===== src/rtl/bus_master_arbiter.sv =====
// Round-robin master-side controller for the shared parallel bus: accepts one
// request at a time and sequences a 2-cycle read or a 1-cycle write.
module bus_master_arbiter #(
    parameter  int NUM_REQ          = 2,
    parameter  int ADDR_WIDTH       = 3,
    parameter  int DATA_WIDTH       = 8,
    parameter  int MAX_NO_OF_SLAVES = 4,
    parameter  int NO_OF_SLAVES     = 2,
    localparam int SID_W            = $clog2(MAX_NO_OF_SLAVES)
) (
    input  logic                           clk,
    input  logic                           rst,
    input  logic [NUM_REQ-1:0]             req_valid,
    output logic [NUM_REQ-1:0]             req_ready,
    input  logic [NUM_REQ-1:0]             req_write,
    input  logic [NUM_REQ*SID_W-1:0]       req_slave,
    input  logic [NUM_REQ*ADDR_WIDTH-1:0]  req_addr,
    input  logic [NUM_REQ*DATA_WIDTH-1:0]  req_wdata,
    output logic [NUM_REQ-1:0]             rsp_valid,
    output logic [DATA_WIDTH-1:0]          rsp_rdata,
    output logic                           rsp_err,
    output logic                           busy,
    output logic [ADDR_WIDTH-1:0]          bus_addr,
    output logic                           bus_rd,
    output logic                           bus_wr,
    output logic [MAX_NO_OF_SLAVES-1:0]    bus_en,
    output logic [DATA_WIDTH-1:0]          bus_wdata,
    input  logic [DATA_WIDTH-1:0]          bus_m_rdata,
    output logic [1:0]                     dbg_state
);

    localparam int GW = (NUM_REQ > 1) ? $clog2(NUM_REQ) : 1;
    localparam logic [NUM_REQ-1:0]          REQ_ONE = 1;
    localparam logic [MAX_NO_OF_SLAVES-1:0] EN_ONE  = 1;

    typedef enum logic [1:0] {
        IDLE    = 2'd0,
        RD_ADDR = 2'd1,
        RD_RESP = 2'd2,
        WRITE   = 2'd3
    } state_t;

    state_t          r_state;
    logic [GW-1:0]   r_last_grant;
    logic [GW-1:0]   r_owner;
    logic            r_bad;

    logic                        w_found;
    logic [GW-1:0]               w_winner;
    logic [GW-1:0]               w_idx;
    logic                        w_write;
    logic [SID_W-1:0]            w_slave;
    logic [ADDR_WIDTH-1:0]       w_addr;
    logic [DATA_WIDTH-1:0]       w_wdata;
    logic                        w_slave_ok;
    logic [MAX_NO_OF_SLAVES-1:0] w_en;

    // Search starts one past the last grant and wraps, so every requester waits at most NUM_REQ-1 grants.
    always_comb begin
        w_found  = 1'b0;
        w_winner = '0;
        w_idx    = '0;
        for (int k = 1; k <= NUM_REQ; k++) begin
            w_idx = GW'((int'(r_last_grant) + k) % NUM_REQ);
            if (!w_found && req_valid[w_idx]) begin
                w_found  = 1'b1;
                w_winner = w_idx;
            end
        end
    end

    always_comb begin
        w_write = 1'b0;
        w_slave = '0;
        w_addr  = '0;
        w_wdata = '0;
        for (int i = 0; i < NUM_REQ; i++) begin
            if (GW'(i) == w_winner) begin
                w_write = req_write[i];
                w_slave = req_slave[i*SID_W +: SID_W];
                w_addr  = req_addr[i*ADDR_WIDTH +: ADDR_WIDTH];
                w_wdata = req_wdata[i*DATA_WIDTH +: DATA_WIDTH];
            end
        end
        w_slave_ok = (int'(w_slave) < NO_OF_SLAVES);
        w_en       = w_slave_ok ? (EN_ONE << w_slave) : '0;
    end

    // Gated by rst so the accept pulse also drops at once when reset asserts.
    assign req_ready = (rst && (r_state == IDLE) && w_found) ? (REQ_ONE << w_winner) : '0;
    assign busy      = (r_state != IDLE);
    assign dbg_state = r_state;

    always_ff @(posedge clk or negedge rst) begin
        if (!rst) begin
            r_state      <= IDLE;
            r_last_grant <= GW'(NUM_REQ - 1);
            r_owner      <= '0;
            r_bad        <= 1'b0;
            rsp_valid    <= '0;
            rsp_rdata    <= '0;
            rsp_err      <= 1'b0;
            bus_addr     <= '0;
            bus_rd       <= 1'b0;
            bus_wr       <= 1'b0;
            bus_en       <= '0;
            bus_wdata    <= '0;
        end else begin
            rsp_valid <= '0;
            rsp_err   <= 1'b0;
            case (r_state)
                IDLE: begin
                    if (w_found) begin
                        r_owner      <= w_winner;
                        r_last_grant <= w_winner;
                        r_bad        <= !w_slave_ok;
                        bus_en       <= w_en;
                        bus_addr     <= w_addr;
                        if (w_write) begin
                            r_state   <= WRITE;
                            bus_wr    <= 1'b1;
                            bus_wdata <= w_wdata;
                        end else begin
                            r_state <= RD_ADDR;
                            bus_rd  <= 1'b1;
                        end
                    end
                end
                RD_ADDR: begin
                    r_state <= RD_RESP;
                    bus_rd  <= 1'b0;
                end
                RD_RESP: begin
                    r_state   <= IDLE;
                    rsp_valid <= REQ_ONE << r_owner;
                    rsp_err   <= r_bad;
                    rsp_rdata <= r_bad ? '0 : bus_m_rdata;
                    bus_en    <= '0;
                    bus_addr  <= '0;
                end
                WRITE: begin
                    r_state   <= IDLE;
                    rsp_valid <= REQ_ONE << r_owner;
                    rsp_err   <= r_bad;
                    bus_wr    <= 1'b0;
                    bus_en    <= '0;
                    bus_addr  <= '0;
                    bus_wdata <= '0;
                end
                default: r_state <= IDLE;
            endcase
        end
    end

endmodule

===== config.mk =====
export PLATFORM = sky130hd
export DESIGN_NAME = bus_master_arbiter
export DESIGN_NICKNAME = d
export VERILOG_FILES = /design/src/rtl/bus_master_arbiter.sv
export SDC_FILE = /design/constraint.sdc
export NUM_CORES = 1
export LEC_CHECK = 0
export BUFFER_PORTS_ARGS = -buffer_cell sky130_fd_sc_hd__buf_4
export CORE_ASPECT_RATIO = 0.8
export CORE_MARGIN = 2
export CORE_UTILIZATION = 48
export CTS_BUF_LIST = sky130_fd_sc_hd__clkbuf_8
export DETAILED_ROUTE_END_ITERATION = 10
export GPL_TIMING_DRIVEN = 0
export HOLD_SLACK_MARGIN = 0.08
export PLACE_DENSITY = 0.93
export SYNTH_ARGS = -nofsm -noshare
export SYNTH_HDL_FRONTEND = slang
export SYNTH_SLANG_ARGS = --single-unit

===== constraint.sdc =====
create_clock -name clk -period 1.95 [get_ports clk]
set_clock_uncertainty 0.1 [all_clocks]
set_input_delay 0.0975 -clock clk [delete_from_list [all_inputs] [get_ports clk]]
set_output_delay 0.0975 -clock clk [all_outputs]
set_load 0.1 [all_outputs]

==> metrics list, run 1 <==
- The commonest cells after synthesis are dfrtp_1, nand2_1, nand2b_1.
* Total GRT Usage: between 20 and 30%
* Main area contributors after synthesis: dfrtp_1, nand2b_1, nand2_1
* Class of the tightest hold or removal check: in2reg
* Multi-input gate area: 724 sq um
- CTS tree: yes
- The number of buffers and inverters on the critical path is 1.
* Number of synthesized flops with an enable pin: 0
* Total of endpoints with negative setup slack in the final report: 0
* Worst Setup Path Type: reg2reg
- Minimum clock period: ~1.9 ns
- TritonCTS buffer count: 5
- Final-report max-slew violation count: 0
- Number of cells produced by synthesis: 153
* Required time reported for the critical path endpoint: 2.02 ns
* Synthesized area divided by synthesized cell count: 10.1 sq um
* Result of the run: complete, no violations
- In this run, synthesis produced a sequential element count of 33.
- Static timing analysis puts the maximum clock frequency at 516 MHz.
- Yosys mapped the design onto 35 distinct sky130hd cell types.
* Post-route worst setup slack: 0.0119 ns
- The initialized floorplan defines 18 standard-cell rows.
- Simple-Gate Fraction of Synth Area: a little under a quarter
- Counting cells, the worst reg-to-reg path comes to 4.
- For this run, the register share of the synthesized area comes to a little over half.
* Synthesized-area fraction occupied by xor and xnor cells: 0%
* # diodes: 0
- The worst register-to-register path begins at dbg_state[1].
- For the pin with the worst max-slew slack, the measured transition is between 0.4 and 0.5 ns.
* Endpoint kind of the worst setup timing path: register
- The placed instances occupy a cell area of 2150 sq um.
* First-pass GRT wire length: around 7.7 mm
- Entering global routing, the biggest net connects 36 pins.
- Normalized max-slew margin: 67.8%
* Arrival time reported for the critical path endpoint: 2.01 ns
* Cell-by-cell trace of the critical path: or3b_4 -> or3_4 -> buf_6 -> a311oi_1
- H-tree level count: 2
* Die X-Extent: 67.4 um
* Total Nets Final: 297
- Synth Flop Type: dfrtp_1
- The final layout contains routed wiring with a total length of 5.32 mm.
* Clock slew at reported path FFs: approximately 0.07 ns
* Number of remaining DRC errors: 0
* Number of antenna violations at the first check in global routing: 0
- Dividing the detail-routed wire length by the instance count gives 17.9 um.
* Gate family responsible for the most delay along the worst path: simple AND/OR/NAND/NOR gates
* Total nets after synthesis: slightly below 200
- Max Buffers Root-to-Sink: 2
* Instance count along the most critical hold path: 3
- Setup slack on the worst reg-to-reg path comes out at 0.01 ns.
- The largest total area in the synthesized netlist belongs to dfrtp_1.
* Hold Violations, Final: 0
* Placement-stage worst setup slack: -0.266 ns
* Via count normalized by instance count: roughly 5.7
* Fill cell count: 173
- Origin of the worst min-delay path: req_wdata[10]
* Setup repair after global routing missed its margin: true
- Die extent in y: roughly 55 um
* Master of the slowest instance on the critical path: dfrtp_4
- I/O pin count: 73
- Summing all flip-flop and latch instances after layout gives 835 sq um.
* Max-cap check violation count: 0
- Hold-critical path endpoint: bus_wdata[2]
* Count of buffers from port buffering: 72
- In this run the clock root is driven by a clkbuf_8.
* Endpoint of the most critical register-to-register path: bus_wdata[1]
* Leftover overflow at the end of global routing: 0
* Vias in the first global route: 1622
- Layout overhead on the synthesized area: 68.4%
- The floorplan step defined a die boundary enclosing 3690 sq um.
- Starting Density: approximately 50%
- Multiplexer share of the synthesized area: 4.54%
- Once detailed placement completed, the half-perimeter wirelength came to 2.84 mm.
* Layout cells sized above 1: 41.9%
- The total area inside the core boundary comes to 3090 sq um.
- Period Utilization, post-route: between 90% and 100%
- CP Launch Type: register
* Source-to-sink clock delay at the later pin of the worst-skew pair: 0.28 ns
- Yosys warnings: 0
* Post-detailed-route count of antenna-violating nets: 0
* Adder-cell share of the synthesized area: 0%
* Post-synthesis compound-gate area fraction: 14.4%
* Post-synth ARST share: 100%
* DR iter-0 viols: 134
* Slowest stage delay, CP: 0.51 ns
- Detailed-router iteration count before antenna repair: 4
- Yosys instantiated no cell more often than dfrtp_1.
- The clock net in this run drives a total of 33 sinks.
- Final non-filler cell area: ~2600 sq um
* DR vias: about 1700
- At the end of routability-driven placement, the weighted congestion stood at 0.818.
- Combined area of all synthesized cells: 1540 sq um
- Of the post-synthesis cell area, the dominant cell type holds 51.9%.
- Combinational family with the most area after synthesis: simple AND/OR/NAND/NOR gates
- Critical-path maximum fanout: 5
[how the worst max path moves through the flow]
| stage | startpoint | endpoint | slack [ns] | cells after the start |
|---|---|---|---|---|
| 6_report | dbg_state[1] | bus_wdata[1] | 0.01 | 4 |
| 5_1_grt | r_last_grant | req_ready[0] | -0.002 | 4 |
| 4_1_cts | dbg_state[0] | bus_wdata[0] | -0.04 | 5 |
| 3_5_place_dp | r_last_grant | req_ready[0] | -0.27 | 5 |
| 3_3_place_gp | r_last_grant | req_ready[0] | -0.25 | 5 |
| 2_1_floorplan | dbg_state[1] | bus_wdata[0] | -0.1 | 5 |
[per-layer routing]
metal / track usage, % / vias to the layer above / share of wire (%)
met5: 0 / - / 0
met4: 10.2 / 0 / 2.4
met3: 7.00 / 14 / 8.6
met2: 49.8 / 107 / 49
met1: 37.5 / 814 / 40
li1: - / 755 / -
[through the flow]
step           cells  utilization, %  hold slack (ns)  TNS (ns)
2_1_floorplan    153               -           -0.298    -0.818
3_3_place_gp     265            69.7          -0.0353    -0.479
3_5_place_dp     265            69.7          -0.0371    -0.592
4_1_cts          299            83.7           0.0872   -0.0919
5_1_grt          298            84.3            0.106  -0.00245
6_report         298            84.3           0.0842         0
[cells by family (layout without fill, tap and decap cells)]
| family | count (synthesis) | count (layout) |
|---|---|---|
| AO/OA/AOI/OAI | 31 | 31 |
| buffers and inverters | 16 | 121 |
| flip-flops | 33 | 33 |
| multiplexers | 7 | 7 |
| AND/OR/NAND/NOR | 66 | 66 |
[tightest hold or removal path, stage by stage]
cell	delay, ns
buf_4	0.08
nor3_2	0.04
a311oi_2	0.18
[what timing repair did]
action                                 CTS  global route
buffers inserted                         4             0
endpoints found under the hold margin   49             0
gates cloned                             1             0
resized for setup                       13            11
pin swaps                                2             2
hold buffers                            23             0
setup endpoints to repair               10             9
[sequential cells by signal, indices dropped and copies added (netlist names), 2 cells and up]
| signal | count |
|---|---|
| bus_wdata | 8 |
| rsp_rdata | 8 |
| bus_en | 4 |
| rsp_valid | 2 |
| bus_addr | 3 |
| dbg_state | 2 |
[cell usage in the layout, fill, tap and decap left out, types with 3 or more instances in the layout]
cell           netlist  routed
buf_4                0      76
a21oi_1              3       3
nor3_1               8       6
nand2_1             20      20
clkbuf_1             8       4
clkbuf_8             0       6
nor4_1               8       8
and2_1               5       4
dfrtp_1             32      30
mux2i_1              7       7
inv_1                5       6
a311oi_1             8       3
dlygate4sd3_1        0      23
nand2b_1            13      13
o21ai_0              8       8
a311oi_2             0       5
[cell type report]
cell class | instances | share of cell area (%)
Buffer | 8 | 1.64
Clock buffer | 6 | 3.18
Clock inverter | 2 | 1.30
Inverter | 5 | 0.722
Multi-Input combinational cell | 104 | 27.9
Sequential cell | 33 | 32.1
Tap cell | 40 | 1.92
Timing Repair Buffer | 100 | 31.3
Power of run 1 is left out: the tool's default activity adds up to more than one toggle a clock period on the data nets, which glitch-free logic cannot reach.
==> inputs of run 2 (changes only) <==
Settings changed: CORE_ASPECT_RATIO 0.8 to 1.75, CORE_UTILIZATION 48 to 40, PLACE_DENSITY 0.93 to 0.81.
==> run 2 against run 1 <==
  * Register-to-register slack about the same
  * Fmax decreased by 0.13%
  * Non-clock buffer count grew 1
  * Via count shrank 6.3%
==> metrics list, run 2 (synthesis results as in run 1) <==
- The flow ran to the end, and the final reports show no timing, DRC or antenna violations.
- Routability cong.: between 0.8 and 0.9
- Clock-pin slew was measured on the worst setup and hold paths at about 0.070 ns.
- Dividing the detail-routed wire length by the instance count gives about 15 um.
* Total GRT Usage: about 22%
* Final non-filler cell area: 2620 sq um
- The die covers between 4000 and 5000 sq um.
- Instance count along the most critical hold path: 3
* Library cell used as clock root buffer: clkbuf_8
- Total Nets Final: 298
* Source-to-sink clock delay at the later pin of the worst-skew pair: approximately 0.28 ns
- At the worst endpoint, the required time is ~2 ns.
- Layout cells sized above 1: 40.9%
* Transition time at the pin with the least slew margin: 0.451 ns
- TritonCTS created 5 clock buffers.
- The repair_antennas step left the layout with diodes totalling 0.
- Largest net degree at the start of global routing: 36
* Master of the slowest instance on the critical path: dfrtp_4
- Derived from the worst setup path, the maximum achievable clock frequency is 515 MHz.
- For this configuration, the core starts out at a cell density of 42.1%.
- I/O pin count: 73
- Die extent in y: 86.2 um
- The number of antenna violations at the first check in global routing was 0.
* Area taken by flip-flops and latches: 835 sq um
- Of the available clock period, the critical path in the final layout requires 99.5%.
* Via count normalized by instance count: 5.19
* Arrival time reported for the critical path endpoint: roughly 2 ns
- CP Launch Type: register
* H-tree level count: 2
* FF-to-FF path depth: 5
* Setup slack of the most critical reg-to-reg path: 0.009 ns
- Setup violations remaining at the end of the flow were counted as 0.
- The finished layout holds 305 standard cells, fillers aside.
* Hold Violations, Final: 0
* Count of buffers from port buffering: between 70 and 80
- Most common cell after layout, fill and taps aside: buf_4
- The tool flagged a number of max-cap violations equal to 0.
* Post-detailed-route count of antenna-violating nets: 0
* Core Rows: 29
* Class of the tightest hold or removal check: in2reg
- Fill cell count: between 200 and 300
- The clock passes through at most 2 buffers.
* Top library cells by usage in the layout, fill and taps aside: buf_4, dfrtp_1, dlygate4sd3_1, nand2_1, nand2b_1
- Worst Setup Path Type: reg2reg
- The placed instances occupy a cell area of about 2200 sq um.
- Final-report max-slew violation count: 0
* Endpoint kind of the worst setup timing path: register
- Biggest registers after layout: bus_wdata x8, rsp_rdata x8, bus_en x4
- Traced cell by cell, the critical path runs through buf_4 -> or3b_2 -> clkbuf_1 -> nor3_1 -> a311oi_2.
- TritonCTS built the clock tree.
* DR vias: 1584
- Normalized max-slew margin: 69.7%
* Setup repair after global routing missed its margin: true
* Detailed-router iteration count before antenna repair: 4
* Die X-Extent: 51.0 um
* Layout overhead on the synthesized area: 69.6%
- # clock sinks: 33
- The via count of the first global-routing pass came to 1598.
- Broken down by cell family, the worst path's largest delay share belongs to simple AND/OR/NAND/NOR gates.
- The multi-input combinational cells in the finished layout cover a total of 724 sq um.
- First-pass GRT wire length: around 7.3 mm
* Drt total wl: 4.61 mm
- Core Region: around 3700 sq um
- The number of buffers and inverters on the critical path is 2.
- HPWL reported at the end of detailed placement: just under 3 mm
- Slowest stage delay, CP: 0.51 ns
- In the routed design, unresolved DRC markers number 0.
- Of all nets on the critical path, the largest fanout is 8.
* Leftover overflow at the end of global routing: 0
- Cell count after placement: 271
- After layout, the minimum clock period comes to 1.94 ns.
* DR iter-0 viols: 71
- For this run, the share of the core covered by cells in the final layout is 71.5%.
- Levels on crit path: 5
-- run 2: changes by cell type in the layout (fill, tap and decap cells not counted), moves of 2 or more --
cell | previous run | this run
a311oi_2 | 5 | 7
a311oi_1 | 3 | 1
nor3_1 | 6 | 8
nor3_2 | 2 | 0
-- run 2: worst paths after layout --
check / from / end
max: dbg_state[1] / bus_wdata[5]
min: req_wdata[8] / bus_wdata[0]
max reg2reg: dbg_state[1] / bus_wdata[5]
min reg2reg: r_owner / rsp_valid[0]
max in group asynchronous: rst / dbg_state[1]
min in group asynchronous: rst / bus_wdata[0]
-- run 2: worst reg2reg max path: cells and delay by family, from the launching register on --
kind | cells | cell delay (ns)
compound gates | 1 | 0.08
simple gates | 2 | 0.76
flops | 1 | 0.51
buf+inv | 2 | 0.37
-- run 2: final cells by class --
class | count | area share, %
flip-flops and latches | 33 | 31.9
repair buffers | 101 | 31.5
multi-input cells | 104 | 27.7
clock buffers | 6 | 3.15
well taps | 46 | 2.20
plain buffers | 8 | 1.58
clock inverters | 2 | 1.29
inverters | 5 | 0.717
-- run 2: layer usage --
| metal | part of all wire [%] | vias up | track usage, % |
|---|---|---|---|
| li1 | - | 753 | - |
| met1 | 36 | 746 | 24.1 |
| met2 | 55 | 73 | 40.3 |
| met3 | 6.3 | 12 | 4.14 |
| met4 | 2.4 | 0 | 8.60 |
| met5 | 0 | - | 0 |
-- run 2: through the flow --
| step | hold slack [ns] | worst slack (ns) | setup TNS (ns) |
|---|---|---|---|
| after global placement | -0.0346 | -0.300 | -0.744 |
| after CTS | 0.0849 | -0.0106 | -0.0133 |
| after detailed placement | -0.0273 | -0.284 | -0.800 |
| after floorplan | -0.298 | -0.0987 | -0.818 |
| final | 0.0932 | 0.00944 | 0 |
| after global routing | 0.106 | -0.113 | -0.173 |
-- run 2: what timing repair did --
action	4_1_cts	5_1_grt
gates resized for setup	15	7
endpoints found under the setup margin	10	9
setup buffers	4	0
endpoints found under the hold margin	50	0
pin swaps	2	2
cloned	1	0
hold buffers	24	0
Power of run 2 is left out for the same reason.
